## src/rtl/multicycle_ctrl.sv

```systemverilog
// Multicycle controller for an LEGv8-style datapath.
// Moore-style decode of datapath controls from the current state.
// Outputs depend on MEM_READY only in FETCH and MEM_WR, and on ZERO only in CBZ_EXEC.
// DECODE also looks at OPCODE to flag illegal instructions.
module multicycle_ctrl (
   input  logic        CLK,
   input  logic        RST_N,
   input  logic [10:0] OPCODE,
   input  logic        ZERO,
   input  logic        MEM_READY,
   output logic        PC_WRITE,
   output logic        PC_SOURCE,
   output logic        IR_WRITE,
   output logic        MEM_READ,
   output logic        MEM_WRITE,
   output logic        IORD,
   output logic        REG_WRITE,
   output logic        MEM_TO_REG,
   output logic        ALU_SRC_A,
   output logic [1:0]  ALU_SRC_B,
   output logic [1:0]  ALU_OP,
   output logic        INSTR_DONE,
   output logic        ILLEGAL,
   output logic [3:0]  STATE
);

   typedef enum logic [3:0] {
      S_FETCH    = 4'd0,
      S_DECODE   = 4'd1,
      S_MEM_ADDR = 4'd2,
      S_MEM_RD   = 4'd3,
      S_LD_WB    = 4'd4,
      S_MEM_WR   = 4'd5,
      S_R_EXEC   = 4'd6,
      S_R_WB     = 4'd7,
      S_CBZ_EXEC = 4'd8,
      S_B_EXEC   = 4'd9
   } state_t;

   state_t state, state_nxt;

   // MEM_READY is masked while reset is held, so the FETCH decode that is
   // visible during reset never fires IR_WRITE or PC_WRITE.
   logic rdy;
   assign rdy = MEM_READY & RST_N;

   // Opcode classes.
   logic is_rtype, is_ldur, is_stur, is_cbz, is_b;
   assign is_rtype = (OPCODE == 11'b10001011000) || (OPCODE == 11'b11001011000) ||
                     (OPCODE == 11'b10001010000) || (OPCODE == 11'b10101010000);
   assign is_ldur  = (OPCODE == 11'b11111000010);
   assign is_stur  = (OPCODE == 11'b11111000000);
   assign is_cbz   = (OPCODE[10:3] == 8'b10110100);
   assign is_b     = (OPCODE[10:5] == 6'b000101);

   assign STATE = state;

   // State register; reset forces FETCH asynchronously.
   always_ff @(posedge CLK or negedge RST_N) begin
      if (!RST_N) state <= S_FETCH;
      else        state <= state_nxt;
   end

   // Next-state and control decode.
   always_comb begin
      state_nxt  = S_FETCH;
      PC_WRITE   = 1'b0;
      PC_SOURCE  = 1'b0;
      IR_WRITE   = 1'b0;
      MEM_READ   = 1'b0;
      MEM_WRITE  = 1'b0;
      IORD       = 1'b0;
      REG_WRITE  = 1'b0;
      MEM_TO_REG = 1'b0;
      ALU_SRC_A  = 1'b0;
      ALU_SRC_B  = 2'b00;
      ALU_OP     = 2'b00;
      INSTR_DONE = 1'b0;
      ILLEGAL    = 1'b0;
      case (state)
         S_FETCH: begin
            MEM_READ  = 1'b1;
            ALU_SRC_B = 2'b01;              // PC + 4
            IR_WRITE  = rdy;
            PC_WRITE  = rdy;
            state_nxt = rdy ? S_DECODE : S_FETCH;
         end
         S_DECODE: begin
            ALU_SRC_B = 2'b11;              // branch target into ALUOut
            if (is_rtype)               state_nxt = S_R_EXEC;
            else if (is_ldur || is_stur) state_nxt = S_MEM_ADDR;
            else if (is_cbz)            state_nxt = S_CBZ_EXEC;
            else if (is_b)              state_nxt = S_B_EXEC;
            else begin
               state_nxt  = S_FETCH;
               ILLEGAL    = 1'b1;
               INSTR_DONE = 1'b1;
            end
         end
         S_MEM_ADDR: begin
            ALU_SRC_A = 1'b1;
            ALU_SRC_B = 2'b10;
            if (is_ldur)      state_nxt = S_MEM_RD;
            else if (is_stur) state_nxt = S_MEM_WR;
            else              state_nxt = S_FETCH;
         end
         S_MEM_RD: begin
            MEM_READ  = 1'b1;
            IORD      = 1'b1;
            state_nxt = MEM_READY ? S_LD_WB : S_MEM_RD;
         end
         S_LD_WB: begin
            REG_WRITE  = 1'b1;
            MEM_TO_REG = 1'b1;
            INSTR_DONE = 1'b1;
         end
         S_MEM_WR: begin
            MEM_WRITE  = 1'b1;
            IORD       = 1'b1;
            INSTR_DONE = MEM_READY;
            state_nxt  = MEM_READY ? S_FETCH : S_MEM_WR;
         end
         S_R_EXEC: begin
            ALU_SRC_A = 1'b1;
            ALU_OP    = 2'b10;
            state_nxt = S_R_WB;
         end
         S_R_WB: begin
            REG_WRITE  = 1'b1;
            INSTR_DONE = 1'b1;
         end
         S_CBZ_EXEC: begin
            ALU_SRC_A  = 1'b1;
            ALU_OP     = 2'b01;
            PC_SOURCE  = 1'b1;
            PC_WRITE   = ZERO;
            INSTR_DONE = 1'b1;
         end
         S_B_EXEC: begin
            PC_SOURCE  = 1'b1;
            PC_WRITE   = 1'b1;
            INSTR_DONE = 1'b1;
         end
         default: state_nxt = S_FETCH;  // unused encodings recover
      endcase
   end

endmodule

```

## config.mk

```make
export PLATFORM = sky130hd
export DESIGN_NAME = multicycle_ctrl
export DESIGN_NICKNAME = d
export VERILOG_FILES = /design/src/rtl/multicycle_ctrl.sv
export SDC_FILE = /design/constraint.sdc
export NUM_CORES = 1
export LEC_CHECK = 0
export ABC_CLOCK_PERIOD_IN_PS = 3350
export BUFFER_PORTS_ARGS = -buffer_cell sky130_fd_sc_hd__buf_2
export CAP_MARGIN = 20
export CORE_AREA = 5 5 42 44
export DETAILED_ROUTE_END_ITERATION = 8
export DIE_AREA = 0 0 47 49
export PLACE_DENSITY = 0.76
export SYNTH_ARGS = -nofsm -noshare
export SYNTH_HDL_FRONTEND = slang
export SYNTH_SLANG_ARGS = --single-unit
```

## constraint.sdc

```tcl
create_clock -name CLK -period 3.35 [get_ports CLK]
set_clock_uncertainty 0.05 [all_clocks]
set_input_delay 0.67 -clock CLK [delete_from_list [all_inputs] [get_ports CLK]]
set_output_delay 0.67 -clock CLK [all_outputs]
set_load 0.01 [all_outputs]
```

# Word-level counts from Yosys, hierarchy flattened
# Index checks and enable logic that the tools add are counted.
dict set report op_classes {
  n_mux 27
  eq_ne 17
  bitwise_logic 1
  n_reduce_logical 11
}
# cell n
set ops {}
lappend ops {{11-bit equality test (second input constant)} 6}
lappend ops {{4-bit case mux with 6 select lines} 1}
lappend ops {{4-bit by 3-bit equality test with 1-bit output (second input constant)} 4}
lappend ops {{4-bit 2-to-1 mux} 4}
lappend ops {{1-bit 2-to-1 mux} 14}
lappend ops {{3-bit 2-to-1 mux} 4}
lappend ops {{4-bit by 2-bit equality test with 1-bit output (second input constant)} 2}
lappend ops {{4-bit equality test (second input constant)} 2}
lappend ops {{8-bit equality test (second input constant)} 1}
lappend ops {{2-bit OR reduction} 4}
lappend ops {{6-bit by 3-bit equality test with 1-bit output (second input constant)} 1}
lappend ops {{1-bit case mux with 3 select lines} 2}
lappend ops {{2-bit case mux with 3 select lines} 1}
lappend ops {{4-bit by 1-bit equality test with 1-bit output (second input constant)} 1}
lappend ops {{4-bit zero test} 1}
lappend ops {{1-bit logical OR} 4}
lappend ops {{2-bit case mux with 2 select lines} 1}
lappend ops {{4-bit OR reduction} 1}
lappend ops {{3-bit OR reduction} 1}
lappend ops {{1-bit AND} 1}
dict set report word_totals {
  in_bits 15
  register_bits 4
  output_inout_bits 19
  wordCells 57
}

# Longest topological paths before layout
# Gate-level depths: netlist of run 1.
dict set report depth {
  depth_word 6
  mapped_depth 5
  depth_no_buf 4
}

# Worst setup path after synthesis of run 1
# Ideal clock, no wire load.
dict set report synth_path {
  path_type {input to output}
  start {input port OPCODE[3]}
  end {output port INSTR_DONE}
  slack_ns 0.962
  n_path_buf 0
  cell_stages 4
  t_arrival_ns 1.668
  required_time_ns 2.630
  path_cell_list {or3_1 or2_2 a21oi_1 o21ai_0}
}
dict set report synth_between {
  elab_chain_len 6
  elab_cells_between_ends 15
  cone_classes {eq/ne (7); mux (4); reduce/logical (4)}
}
# element line_no
set synth_lines {}
lappend synth_lines {{start: declaration} 8} ;# input logic [10:0] OPCODE,
lappend synth_lines {{11-bit equality test} 49} ;# assign is_rtype = (OPCODE == 11'b10001011000) || (OPCODE == 11'b11001011000) ||
lappend synth_lines {{1-bit logical OR (2 in a row)} 49}
lappend synth_lines {{1-bit logical OR} 50} ;# (OPCODE == 11'b10001010000) || (OPCODE == 11'b10101010000);
lappend synth_lines {{1-bit 2-to-1 mux (*)} 90} ;# if (is_rtype) state_nxt = S_R_EXEC;
lappend synth_lines {{1-bit case mux with 3 select lines (*)} 80} ;# case (state)
lappend synth_lines {{end: declaration} 22} ;# output logic INSTR_DONE,
# Mark *: on every way between the ends. The rest lies on a longest branch, timed or not.

# Worst setup path after layout of run 1
# Same ends and word-level chain as after synthesis.

==> impl_metrics.ini, run 1 <==
[status]
outcome = finished, final reports clean

[global_routing]
met3_usage_pct = 0
met2_usage_pct = 20.81
grt_pass1_vias = 582
busiest_layer = met2
overflow = 0
antenna_found_initial = 0
grt_max_degree = 16
grt_pass1_wl_mm = 2.346
gr-usage-all-layers_pct = 13.14
use_met1_pct = 17.52

[route]
wl_mm = 1.453
drcViolationCount = 0
vias_per_cell = 5.443
ant_nets = 0
dr_total_vias = 626
wl_per_cell_um = 12.63
dr.first_iter.drc_count = 7
firstDrtPassIters = 3

[critical_path]
r2r_slack_ns = 1.40
reg2reg_to = STATE[1]
crit_required_ns = 2.63
cp-start-kind = input port
path_class = input port to output port
worstRegToRegCells = 4
worstPathArrival_ns = 1.94
r2r_start = STATE[1]
crit_path_end_kind = output port
cp_max_fo = 3

[synthesis]
ys_ff_latch = 4
yosysUniqueCellTypes = 37
syn_area_sq_um = 495.5
yosysSeqAreaShare_pct = 20.20
avgSynthCellArea_sq_um = 7.395
syn-num-nets = 82
netlist_instances = 67
ys_warn_count = 0

[sta]
min_period_ns = 2.655
timing.fmax_mhz = 376.6
setup_viol = 0
maxSlewViolCount = 0
period_share_pct = 79.26
relSlewSlack_pct = 69.51
tightest_slew_ns = 0.4573
hold_violations = 0
setup_tns_ns = 0
rsz0062_at_grt = false

[finish]
seqCellArea_sq_um = 100.1
largest_reg_flops = 4
antennaDiodeCount = 0
n_fill_cell = 159
fin_nets = 116
multiInputGateArea_sq_um = 357.8
syn_to_final_growth_pct = 37.37
drive_gt1_share_pct = 41.41
fin_cells = 115
final_cell_mix = buf_2, nor2_1, nor3_1, o21ai_0
final_common_cell = buf_2

[placed_design]
placement.io_buffers = 33
place_inst = 112
hpwlAfterDp_mm = 1.173
gp_congestion = 0.8356

[floorplan]
io_pins = 34
die_area_sq_um = 2303
die_h_um = 49
core-area_sq_um = 1401
start_util_pct = 35.36
num_rows = 14
die_x_um = 47

[pwr]
p_seq_share_pct = 35.7
p_leak_nw = 0.3644
p_comb_share_pct = 24.0
clock_power_share_pct = 40.3
switchingPower_uw = 38.76
ir_drop_mv = 0.09481
swShare_pct = 26.85
power_uw = 144.4
p_int_uw = 105.6
p_per_area_nw_per_um2 = 212.1

[clocking]
cts_tree = yes
cts_hold_buf = 0
clk_latency_ns = 0.23
cts-root-buf = clkbuf_4
clock-sinks = 4
cts.clk_slew.worst_paths_ns = 0.04
post-cts-setup-buffer-count = 0
clock_path_buffers = 2
cts_made_buffers = 3
clock_tree.htree_level_count = 1
ctsResizeCount = 0

[job]
max-cap-violations = 0

[hold_path]
hp-class = input port to asynchronous set/reset pin
==> how the worst max path moves through the flow <==
stage,start,to,slack (ns),cells past startpoint
after global routing,OPCODE[3],INSTR_DONE,0.59,6
final,OPCODE[3],INSTR_DONE,0.69,6
after detailed placement,OPCODE[3],INSTR_DONE,0.71,6
after global placement,OPCODE[3],INSTR_DONE,0.73,6
after floorplan,OPCODE[3],INSTR_DONE,0.96,4
after CTS,OPCODE[3],INSTR_DONE,0.70,6
==> metal layers <==
| metal | vias up | part of all wire [%] |
|---|---|---|
| met3 | 0 | 6.5 |
| met4 | 0 | 0 |
| met5 | - | 0 |
| met2 | 18 | 51 |
| met1 | 295 | 42 |
| li1 | 313 | - |
==> per-stage QoR <==
stage | worst slack, ns | utilization, % | cell area [sq um] | hold WS, ns
global placement | 0.7327 | 46.96 | 658.1 | 0.4330
global route | 0.5926 | 48.57 | 680.7 | 0.1887
floorplan | 0.9621 | - | 495.5 | 0.3244
detailed placement | 0.7078 | 46.96 | 658.1 | 0.4331
CTS | 0.6985 | 48.57 | 680.7 | 0.1832
finish | 0.6948 | 48.57 | 680.7 | 0.1891
==> power groups by stage <==
stage	combinational (mW)	clock, mW	sequential (mW)
floorplan	0.0178	0	0.0509
global placement	0.0340	0	0.0521
detailed placement	0.0348	0	0.0521
CTS	0.0349	0.0611	0.0515
global route	0.0385	0.0642	0.0518
finish	0.0346	0.0582	0.0516
==> critical path: stages <==
cell and delay (ns):
buf_2 0.12, or3_1 0.38, or2_2 0.28, a21oi_1 0.22, o21ai_0 0.12, buf_2 0.15
==> cells in the mapped netlist, drive strengths merged <==
library cell	instances	area, sq um
and2b	1	8.760
a21oi	2	10.01
dfrtp	4	100.1
mux2i	1	10.01
nor3	5	25.02
o21ai	5	25.02
nand4bb	1	11.26
or3	1	6.260
nor4bb	1	10.01
nand4b	1	8.760
a31oi	1	6.260
nand2	2	7.510
or3b	1	8.760
or4b	2	20.02
clkbuf	1	3.750
xor2	1	8.760
xnor2	1	8.760
a21o	1	7.510
inv	4	15.01
o32a	1	10.01
nand3b	2	15.01
a221oi	1	8.760
or4	1	11.26
nand4	2	12.51
buf	3	18.77
nand3	1	5.000
o21a	1	7.510
or2	1	6.260
nor4	2	12.51
nor3b	3	22.52
nor2	8	30.03
nor2b	1	6.260
nand2b	2	12.51
o21bai	1	7.510
a21boi	1	7.510
==> cells by family (layout without fill, tap and decap cells) <==
kind of cell,Yosys count,count (layout),synth area share (%)
AO/OA/AOI/OAI,14,14,18.18
XOR/XNOR,2,2,3.536
buffers and inverters,8,40,7.575
flip-flops,4,4,20.20
multiplexers,1,1,2.020
AND/OR/NAND/NOR,38,38,48.48
==> cell type report <==
| class | count | share of cell area, % |
|---|---|---|
| Clock buffer | 3 | 3.309 |
| Inverter | 4 | 2.206 |
| Multi-Input combinational cell | 55 | 52.57 |
| Sequential cell | 4 | 14.71 |
| Tap cell | 16 | 2.941 |
| Timing Repair Buffer | 33 | 24.26 |
Note: power is estimated with default switching activity, not from simulation.
==> run 2: changes to the inputs <==
--- a/config.mk
+++ b/config.mk
@@ -5,7 +5,7 @@
 export SDC_FILE = /design/constraint.sdc
 export NUM_CORES = 1
 export LEC_CHECK = 0
-export ABC_CLOCK_PERIOD_IN_PS = 3350
+export ABC_CLOCK_PERIOD_IN_PS = 2600
 export BUFFER_PORTS_ARGS = -buffer_cell sky130_fd_sc_hd__buf_2
 export CAP_MARGIN = 20
 export CORE_AREA = 5 5 42 44
==> constraint.sdc (replaced) <==
create_clock -name CLK -period 2.6 [get_ports CLK]
set_clock_uncertainty 0.05 [all_clocks]
set_input_delay 0.52 -clock CLK [delete_from_list [all_inputs] [get_ports CLK]]
set_output_delay 0.52 -clock CLK [all_outputs]
set_load 0.01 [all_outputs]
==> run 2 against run 1 <==
Net effect: routed wire length rose by 5.6%; design area rose by 1.1%; clock power grew 26%; first-iteration DRC count is 43% higher; global-route usage is 1.3 points higher; die area is the same; setup slack worse by 0.43 ns; sequential share of layout area fell by 0.16 points.
==> impl_metrics.ini, run 2 (synthesis gave the netlist of run 1 again) <==
[route]
dr.first_iter.drc_count = 10
wl_per_cell_um = 13.22
ant_nets = 0
drcViolationCount = 0
firstDrtPassIters = 4
vias_per_cell = 5.362
wl_mm = 1.534
dr_total_vias = 622

[floorplan]
start_util_pct = 35.36
die_area_sq_um = 2303
io_pins = 34
num_rows = 14
core-area_sq_um = 1401
die_h_um = 49
die_x_um = 47

[pwr]
p_leak_nw = 0.3696
ir_drop_mv = 0.1206
p_per_area_nw_per_um2 = 271.2

[critical_path]
critPathMaxStageDelay_ns = 0.39
crit_top_cell = buf_2
cp_max_fo = 3
r2r_start = STATE[1]
crit_path_end_kind = output port
cpMaxStageDelayCell = or3_1
crit_family = simple AND/OR/NAND/NOR gates
r2r_slack_ns = 0.62
path_buf_inv = 2
worstRegToRegCells = 4
path_class = input port to output port
crit_start = OPCODE[3]
worstPathArrival_ns = 1.77
crit_required_ns = 2.03
worstPathCellList = buf_2 > or3_1 > or2_2 > a21oi_1 > o21ai_0 > buf_2
critical_path_cell_count = 6
cp-start-kind = input port

[finish]
n_fill_cell = 169
antennaDiodeCount = 0
final_cell_mix = buf_2, nor2_1, nor3_1, o21ai_0
largest_reg_flops = 4
final_common_cell = buf_2
drive_gt1_share_pct = 42.00
syn_to_final_growth_pct = 38.89
fin_nets = 117
final_core_util_pct = 49.11

[clocking]
clock_path_buffers = 2
clock-sinks = 4
ctsResizeCount = 0
cts.clk_slew.worst_paths_ns = 0.04
cts_made_buffers = 3
cts_hold_buf = 0
clk_latency_ns = 0.23
cts_tree = yes
cts-root-buf = clkbuf_4
post-cts-setup-buffer-count = 0
clock_tree.htree_level_count = 1

[sta]
setup_viol = 0
hold_violations = 0
min_period_ns = 2.337
setup_tns_ns = 0
fin_ws_ns = 0.2627
relSlewSlack_pct = 70.58
timing.fmax_mhz = 427.8
tightest_slew_ns = 0.4413
rsz0062_at_grt = false
maxSlewViolCount = 0
holdWs_ns = 0.04434
period_share_pct = 89.90

[placed_design]
place_ws_ns = 0.2765
hpwlAfterDp_mm = 1.236
gp_congestion = 0.8225
placement.io_buffers = 33

[global_routing]
overflow = 0
grt_max_degree = 16
grt_pass1_wl_mm = 2.587
antenna_found_initial = 0
grt_pass1_vias = 605
gr-usage-all-layers_pct = 14.48

[job]
max-cap-violations = 0

[hold_path]
hp-class = input port to asynchronous set/reset pin

[status]
outcome = finished, final reports clean
run 2: cell count changes in the layout (fill, tap and decap cells not counted), sizes merged:
cell / before / now
buf: 33 / 34
run 2: layout make-up:
class                           instances  area (sq um)  share of cell area [%]
Clock buffer                            3         22.52                   3.273
Sequential cell                         4         100.1                   14.55
Multi-Input combinational cell         55         357.8                   52.00
Timing Repair Buffer                   34         172.7                   25.09
Inverter                                4         15.01                   2.182
Tap cell                               16         20.02                   2.909
run 2: path summary, 6_finish.rpt:
| path | endpoint |
|---|---|
| min in group CLK | STATE[2] |
| worst max register to register | STATE[1] |
| worst max-delay path | INSTR_DONE |
| max in group asynchronous | STATE[1] |
| worst min register to register | STATE[2] |
| worst min-delay path | STATE[3] |
run 2: through the flow:
step,std cells,power (mW),instance area (sq um)
after floorplan,67,0.08853,495.5
after global placement,113,0.1127,665.6
after detailed placement,113,0.1140,665.6
after CTS,116,0.1902,688.2
after global routing,116,0.1981,688.2
final,116,0.1866,688.2
run 2: routing by layer:
metal	vias up	GRT usage [%]	wire, um
met5	-	0	0
met4	0	5.530	0
met3	0	0	94
met2	22	21.95	774
met1	280	21.29	665
li1	320	-	-
run 2: power by group:
group	switching (mW)	internal [mW]	total (mW)
clock	0.0221	0.0514	0.0735
combinational	0.0266	0.0222	0.0487
sequential	0.000744	0.0636	0.0644
